===== config.mk =====
export PLATFORM = sky130hd
export DESIGN_NAME = adder_subtractor_bk
export DESIGN_NICKNAME = d
export VERILOG_FILES = /design/src/rtl/adder_bk_pkg.sv /design/src/rtl/adder_subtractor_bk_prefix_tree.sv /design/src/rtl/adder_subtractor_bk.sv
export SDC_FILE = /design/constraint.sdc
export NUM_CORES = 1
export LEC_CHECK = 0
export CAP_MARGIN = 10
export CORE_MARGIN = 10
export CORE_UTILIZATION = 40
export DETAILED_ROUTE_END_ITERATION = 8
export GPL_TIMING_DRIVEN = 0
export PLACE_DENSITY = 0.79
export SYNTH_ARGS = -nofsm -noshare
export SYNTH_HDL_FRONTEND = slang
export SYNTH_HIERARCHICAL = 1
export SYNTH_SLANG_ARGS = --single-unit

===== constraint.sdc =====
create_clock -name clk -period 6.1 [get_ports clk]
set_input_delay 1.22 -clock clk [delete_from_list [all_inputs] [get_ports clk]]
set_output_delay 1.22 -clock clk [all_outputs]
set_load 0.005 [all_outputs]

===== src/rtl/adder_bk_pkg.sv =====
// -----------------------------------------------------------------------------
// adder_bk_pkg
// Shared definitions for the Brent-Kung adder/subtractor.
//   ADD_WIDTH  : default operand width (power of two, >= 2)
//   ADD_LEVELS : number of up-sweep levels of the prefix tree
//   gp_t       : generate/propagate pair carried through the prefix network
//   gp_combine : the prefix operator (G,P) o (G',P') = (G | P&G', P&P')
// -----------------------------------------------------------------------------
package adder_bk_pkg;

    localparam int ADD_WIDTH  = 32;
    localparam int ADD_LEVELS = $clog2(ADD_WIDTH);

    typedef struct packed {
        logic g;
        logic p;
    } gp_t;

    // hi covers the more significant span, lo the adjacent less significant one.
    function automatic gp_t gp_combine(input gp_t hi, input gp_t lo);
        gp_t r;
        r.g = hi.g | (hi.p & lo.g);
        r.p = hi.p & lo.p;
        return r;
    endfunction

endpackage


===== src/rtl/adder_subtractor_bk_prefix_tree.sv =====
// -----------------------------------------------------------------------------
// bk_prefix_tree
// Purely combinational Brent-Kung carry network.
// Ports:
//   g   [WIDTH-1:0] in  : per-bit generate
//   p   [WIDTH-1:0] in  : per-bit propagate
//   cin             in  : carry into bit 0
//   c   [WIDTH:0]   out : c[i] is the carry into bit i, c[WIDTH] is carry-out
// -----------------------------------------------------------------------------
module bk_prefix_tree
    import adder_bk_pkg::*;
#(
    parameter int WIDTH = ADD_WIDTH
) (
    input  logic [WIDTH-1:0] g,
    input  logic [WIDTH-1:0] p,
    input  logic             cin,
    output logic [WIDTH:0]   c
);

    localparam int LEVELS = $clog2(WIDTH);
    // Stage 0 holds the bit-level pairs, stages 1..LEVELS are the up-sweep,
    // stages LEVELS+1 .. 2*LEVELS-1 are the down-sweep.
    localparam int STAGES = 2 * LEVELS;

    gp_t node [0:STAGES-1][0:WIDTH-1];

    generate
        // cin acts as the generate of a virtual bit -1, so it is absorbed into
        // bit 0 here; every group ending at bit 0 then already includes it.
        for (genvar i = 0; i < WIDTH; i++) begin : g_stage0
            if (i == 0) begin : g_bit0
                assign node[0][i] = gp_combine(gp_t'{g: g[i], p: p[i]},
                                               gp_t'{g: cin, p: 1'b0});
            end else begin : g_bitn
                assign node[0][i] = gp_t'{g: g[i], p: p[i]};
            end
        end

        // Up-sweep: level k combines bit i with i - 2^(k-1) where i+1 is a
        // multiple of 2^k. After it, bits 2^k-1 hold full prefixes.
        for (genvar k = 1; k <= LEVELS; k++) begin : g_up
            for (genvar i = 0; i < WIDTH; i++) begin : g_bit
                if (((i + 1) % (1 << k)) == 0) begin : g_op
                    assign node[k][i] = gp_combine(node[k-1][i],
                                                   node[k-1][i - (1 << (k-1))]);
                end else begin : g_pass
                    assign node[k][i] = node[k-1][i];
                end
            end
        end

        // Down-sweep: levels run with shrinking span J = LEVELS-1 .. 1 and
        // fill in the bits sitting halfway between already-complete prefixes.
        for (genvar m = 1; m < LEVELS; m++) begin : g_down
            localparam int J = LEVELS - m;
            localparam int S = LEVELS + m;
            for (genvar i = 0; i < WIDTH; i++) begin : g_bit
                if ((((i + 1) % (1 << J)) == (1 << (J-1))) && (i >= (1 << J))) begin : g_op
                    assign node[S][i] = gp_combine(node[S-1][i],
                                                   node[S-1][i - (1 << (J-1))]);
                end else begin : g_pass
                    assign node[S][i] = node[S-1][i];
                end
            end
        end

        assign c[0] = cin;
        for (genvar i = 0; i < WIDTH; i++) begin : g_carry
            assign c[i+1] = node[STAGES-1][i].g;
        end
    endgenerate

endmodule


===== src/rtl/adder_subtractor_bk.sv =====
// -----------------------------------------------------------------------------
// adder_subtractor_bk
// Registered WIDTH-bit adder, {cout,sum} = A + Bx + cin, carries from a
// Brent-Kung prefix tree. Latency 1 cycle, one operation per cycle, no
// handshake: every clock edge captures a new result.
// Optional macro ADDSUB_BK_SUB_EN adds the 'sub' port; sub=1 uses Bx = ~B so
// cin=1 yields A-B and cout=1 means "no borrow".
// Ports:
//   clk              in  : rising-edge clock
//   rst              in  : synchronous active-high reset, clears sum/cout
//   A, B [WIDTH-1:0] in  : operands
//   cin              in  : carry-in into bit 0
//   sub              in  : (ADDSUB_BK_SUB_EN only) 1 selects subtract
//   sum  [WIDTH-1:0] out : registered result
//   cout             out : registered carry out of the MSB
// -----------------------------------------------------------------------------
module adder_subtractor_bk
    import adder_bk_pkg::*;
#(
    parameter int WIDTH = ADD_WIDTH
) (
    input  logic             clk,
    input  logic             rst,
    input  logic [WIDTH-1:0] A,
    input  logic [WIDTH-1:0] B,
    input  logic             cin,
`ifdef ADDSUB_BK_SUB_EN
    input  logic             sub,
`endif
    output logic [WIDTH-1:0] sum,
    output logic             cout
);

    logic [WIDTH-1:0] bx;
    logic [WIDTH-1:0] g;
    logic [WIDTH-1:0] p;
    logic [WIDTH:0]   c;
    logic [WIDTH-1:0] sum_d, sum_q;
    logic             cout_d, cout_q;

    always_comb begin
`ifdef ADDSUB_BK_SUB_EN
        bx = B ^ {WIDTH{sub}};
`else
        bx = B;
`endif
        g = A & bx;
        p = A ^ bx;
    end

    bk_prefix_tree #(.WIDTH(WIDTH)) u_tree (
        .g   (g),
        .p   (p),
        .cin (cin),
        .c   (c)
    );

    always_comb begin
        sum_d  = p ^ c[WIDTH-1:0];
        cout_d = c[WIDTH];
    end

    always_ff @(posedge clk) begin
        if (rst) begin
            sum_q  <= '0;
            cout_q <= 1'b0;
        end else begin
            sum_q  <= sum_d;
            cout_q <= cout_d;
        end
    end

    assign sum  = sum_q;
    assign cout = cout_q;

endmodule


==> reports/summary.log <==
[floorplanning] number of primary I/O pins 100
[global_routing] initial antenna violation count 0
[setup_path] kind of critical path input pin to register
[synthesis] cell type with the highest aggregate area in the netlist dfxtp_1
[timing] Max Clock Freq 0.283 GHz
[placement] Post-Place Worst Slack 2.28 ns
[timing] remaining max-slew budget at the tightest pin 77.3%
[cts] CTS H-tree lvls 2
[power] ratio of total power to cell area 224 nW/um^2
[route] total met2 wirelength after detailed routing 2720 um
[route] Routed WL 5590 um
[route] Post-route DRC 0
[setup_path] Worst EP required 6.27 ns
[cts] maximum count of clock buffers along a single path 2
[route] highest metal layer with signal wires met4
[cts] clock buffer count from CTS 5
[cts] root buffer selected by CTS clkbuf_8
[timing] Setup-failing EPs final 0
[synthesis] EDFF count, synth 0
[cts] hold buffers post-CTS 0
[placement] detailed-placement wirelength estimate 4830 um
[synthesis] Post-Synthesis Cell Area 2120 um^2
[synthesis] sequential element share of the synthesized area 31.2%
[floorplanning] starting utilization of the core area 41.4%
[synthesis] Mapped Nets 317
[floorplanning] Die Area 8600 um^2
[route] remaining antenna violation count after routing 0
[setup_path] category of the worst setup path launch point input pin
[synthesis] count of distinct cell types in the synthesized netlist 29
[cts] number of setup buffers added after CTS 0
[synthesis] leading register cell type out of synthesis dfxtp_1
[synthesis] synthesized flop and latch total 33
[global_routing] overall routing resource usage 12.8%
[synthesis] count of yosys warnings during synthesis 6
[timing] min Tclk post-route 3.54 ns
[finish] final antenna diode count 0
[floorplanning] width of the die 92.7 um
[synthesis] Post-synth ARST share 0%
[finish] ratio of cells with drive above 1 in the final layout 8.33%
[synthesis] synthesized area per cell 9.71 um^2
[route] count of TritonRoute iterations in the first routing pass 4
[route] via count 1,878
[global_routing] vias in the first global route 1,955
[setup_path] maximum fanout along the worst path 4
[global_routing] largest net degree at the start of global routing 11
[floorplanning] Chip Height 92.7 um
[placement] final weighted congestion in routability-driven placement 0.824
[setup_path] nature of the critical path endpoint register
[power] Peak VDD IR 123 uV
[status] outcome completed
[cts] Resized cells post-CTS 0
[cts] CTS tree done
[timing] hold_ws 1.14 ns
[timing] final critical-path setup slack 2.56 ns
[finish] # fillers 455
[synthesis] cells after synthesis 218
[finish] area growth from synthesis to layout 56.0%
[synthesis] dominant cells by area after synthesis dfxtp_1, ha_1, xnor2_1
[finish] count of nets after finishing 422
[setup_path] critical path arrival 3.71 ns
[timing] Least-Margin Pin Slew 0.337 ns
[power] leakage power 1.46 nW
[synthesis] top cell type's share of synthesized area 31.2%
[route] Routed met1 length 2430 um
[finish] Post-Layout Cell Count 394
[timing] aggregate negative setup slack 0 ns
[timing] number of slew-limit violations in the final report 0
[timing] post-route fraction of the period consumed by the critical path 58.0%
[global_routing] total global routing overflow 0
[worst_hold_path] hold crit path type input pin to register
[floorplanning] core area 5110 um^2
[cts] Worst-path clk slew 0.07 ns
[global_routing] global-route wire length before repair 9030 um
[timing] unrepaired setup endpoints after global routing no
[route] via density per instance 4.77
[run] total of max-cap violations 0
[floorplanning] row cnt 26
[power] power consumption 741 uW
[cts] number of sinks handled by clock tree synthesis 33
[placement] cell total after placement 386
[placement] port bufs 98
[timing] final hold violation count 0
[route] DRC violation total after the first TritonRoute iteration 35
[route] wire length per cell after detailed routing 14.2 um
[route] amount of wire on met3 after detailed routing 397 um
[layer usage]
layer | GRT usage, % | up-vias
li1 | - | 978
met1 | 13.9 | 837
met2 | 22.8 | 58
met3 | 5.08 | 5
met4 | 3.08 | 0
met5 | 0 | -
[where the power goes]
part | total, mW | internal, mW | switching (mW) | leakage [nW]
logic | 0.276 | 0.167 | 0.109 | 1.12
clock network | 0.211 | 0.133 | 0.0778 | 0.0585
registers | 0.253 | 0.246 | 0.00761 | 0.275
total | 0.741 | 0.546 | 0.195 | 1.46
[area by class of cell]
type                       count  area, um^2  area share, %
sequential                    33         661           20.0
tap                           70        87.6           2.65
clock buffer                   7        86.3           2.62
timing repair buffer          98         981           29.7
multi-input combinational    178        1390           42.0
clock inverter                 1        30.0          0.910
inverter                       2        7.51          0.227
buffer                         5        61.3           1.86
[registers in the layout, summed over array words and instances, names as in the netlist]
name  count
sum      32
cout      1
[cell usage after synthesis (2+ instances only)]
| master | number |
|---|---|
| nand2b_1 | 2 |
| a31o_1 | 2 |
| o21ai_0 | 3 |
| or3_1 | 3 |
| nand3_1 | 2 |
| inv_1 | 2 |
| ha_1 | 32 |
| o21a_1 | 3 |
| buf_6 | 3 |
| dfxtp_1 | 33 |
| nor2_2 | 6 |
| o21ai_1 | 4 |
| nand4_1 | 6 |
| a21oi_1 | 10 |
| nor2_1 | 25 |
| nand2_1 | 7 |
| a21o_1 | 29 |
| nor2_4 | 4 |
| xnor2_1 | 32 |
[worst paths after layout]
check	from	end	slack, ns	cells past startpoint
min	rst	sum[28]	1.14	2
max	A[5]	sum[19]	2.56	11
[critical path: stages]
cell and delay (ns):
clkdlybuf4s50_1 0.41, ha_1 0.36, a21oi_1 0.24, o21a_1 0.16
o22ai_1 0.12, or3_1 0.40, a21o_1 0.21, a21o_1 0.20
a21o_1 0.18, xnor2_1 0.15, nor2_1 0.05
[cells by family (layout without fill, tap and decap cells)]
group	after synthesis	in the layout	share of synthesized area, %
buf+inv	7	113	3.25
compound gates	57	57	19.3
fa+ha+maj	32	32	18.9
xor+xnor	32	32	13.2
flops	33	33	31.2
simple gates	57	57	14.0
[layout by cell type (no fill, tap or decap), drive strengths merged]
cell type      instances
clkdlybuf4s50         98
nor2                  35
dfxtp                 33
xnor2                 32
ha                    32
a21o                  29
a21oi                 11
nand2                  7
clkbuf                 7
o21ai                  7
nand4                  6
buf                    5
o21a                   3
or3                    3
a31o                   3
nand2b                 2
inv                    2
nand3                  2
and2b                  1
bufinv                 1
o22ai                  1
a211oi                 1
a221oi                 1
a31oi                  1
and3                   1
[per-stage QoR]
step	util (%)	cell area (um^2)
2_1_floorplan	-	2120
3_3_place_gp	62.3	3180
3_5_place_dp	62.3	3180
4_1_cts	64.6	3300
5_1_grt	64.6	3300
6_report	64.6	3300
(Power assumes the default switching activity.)
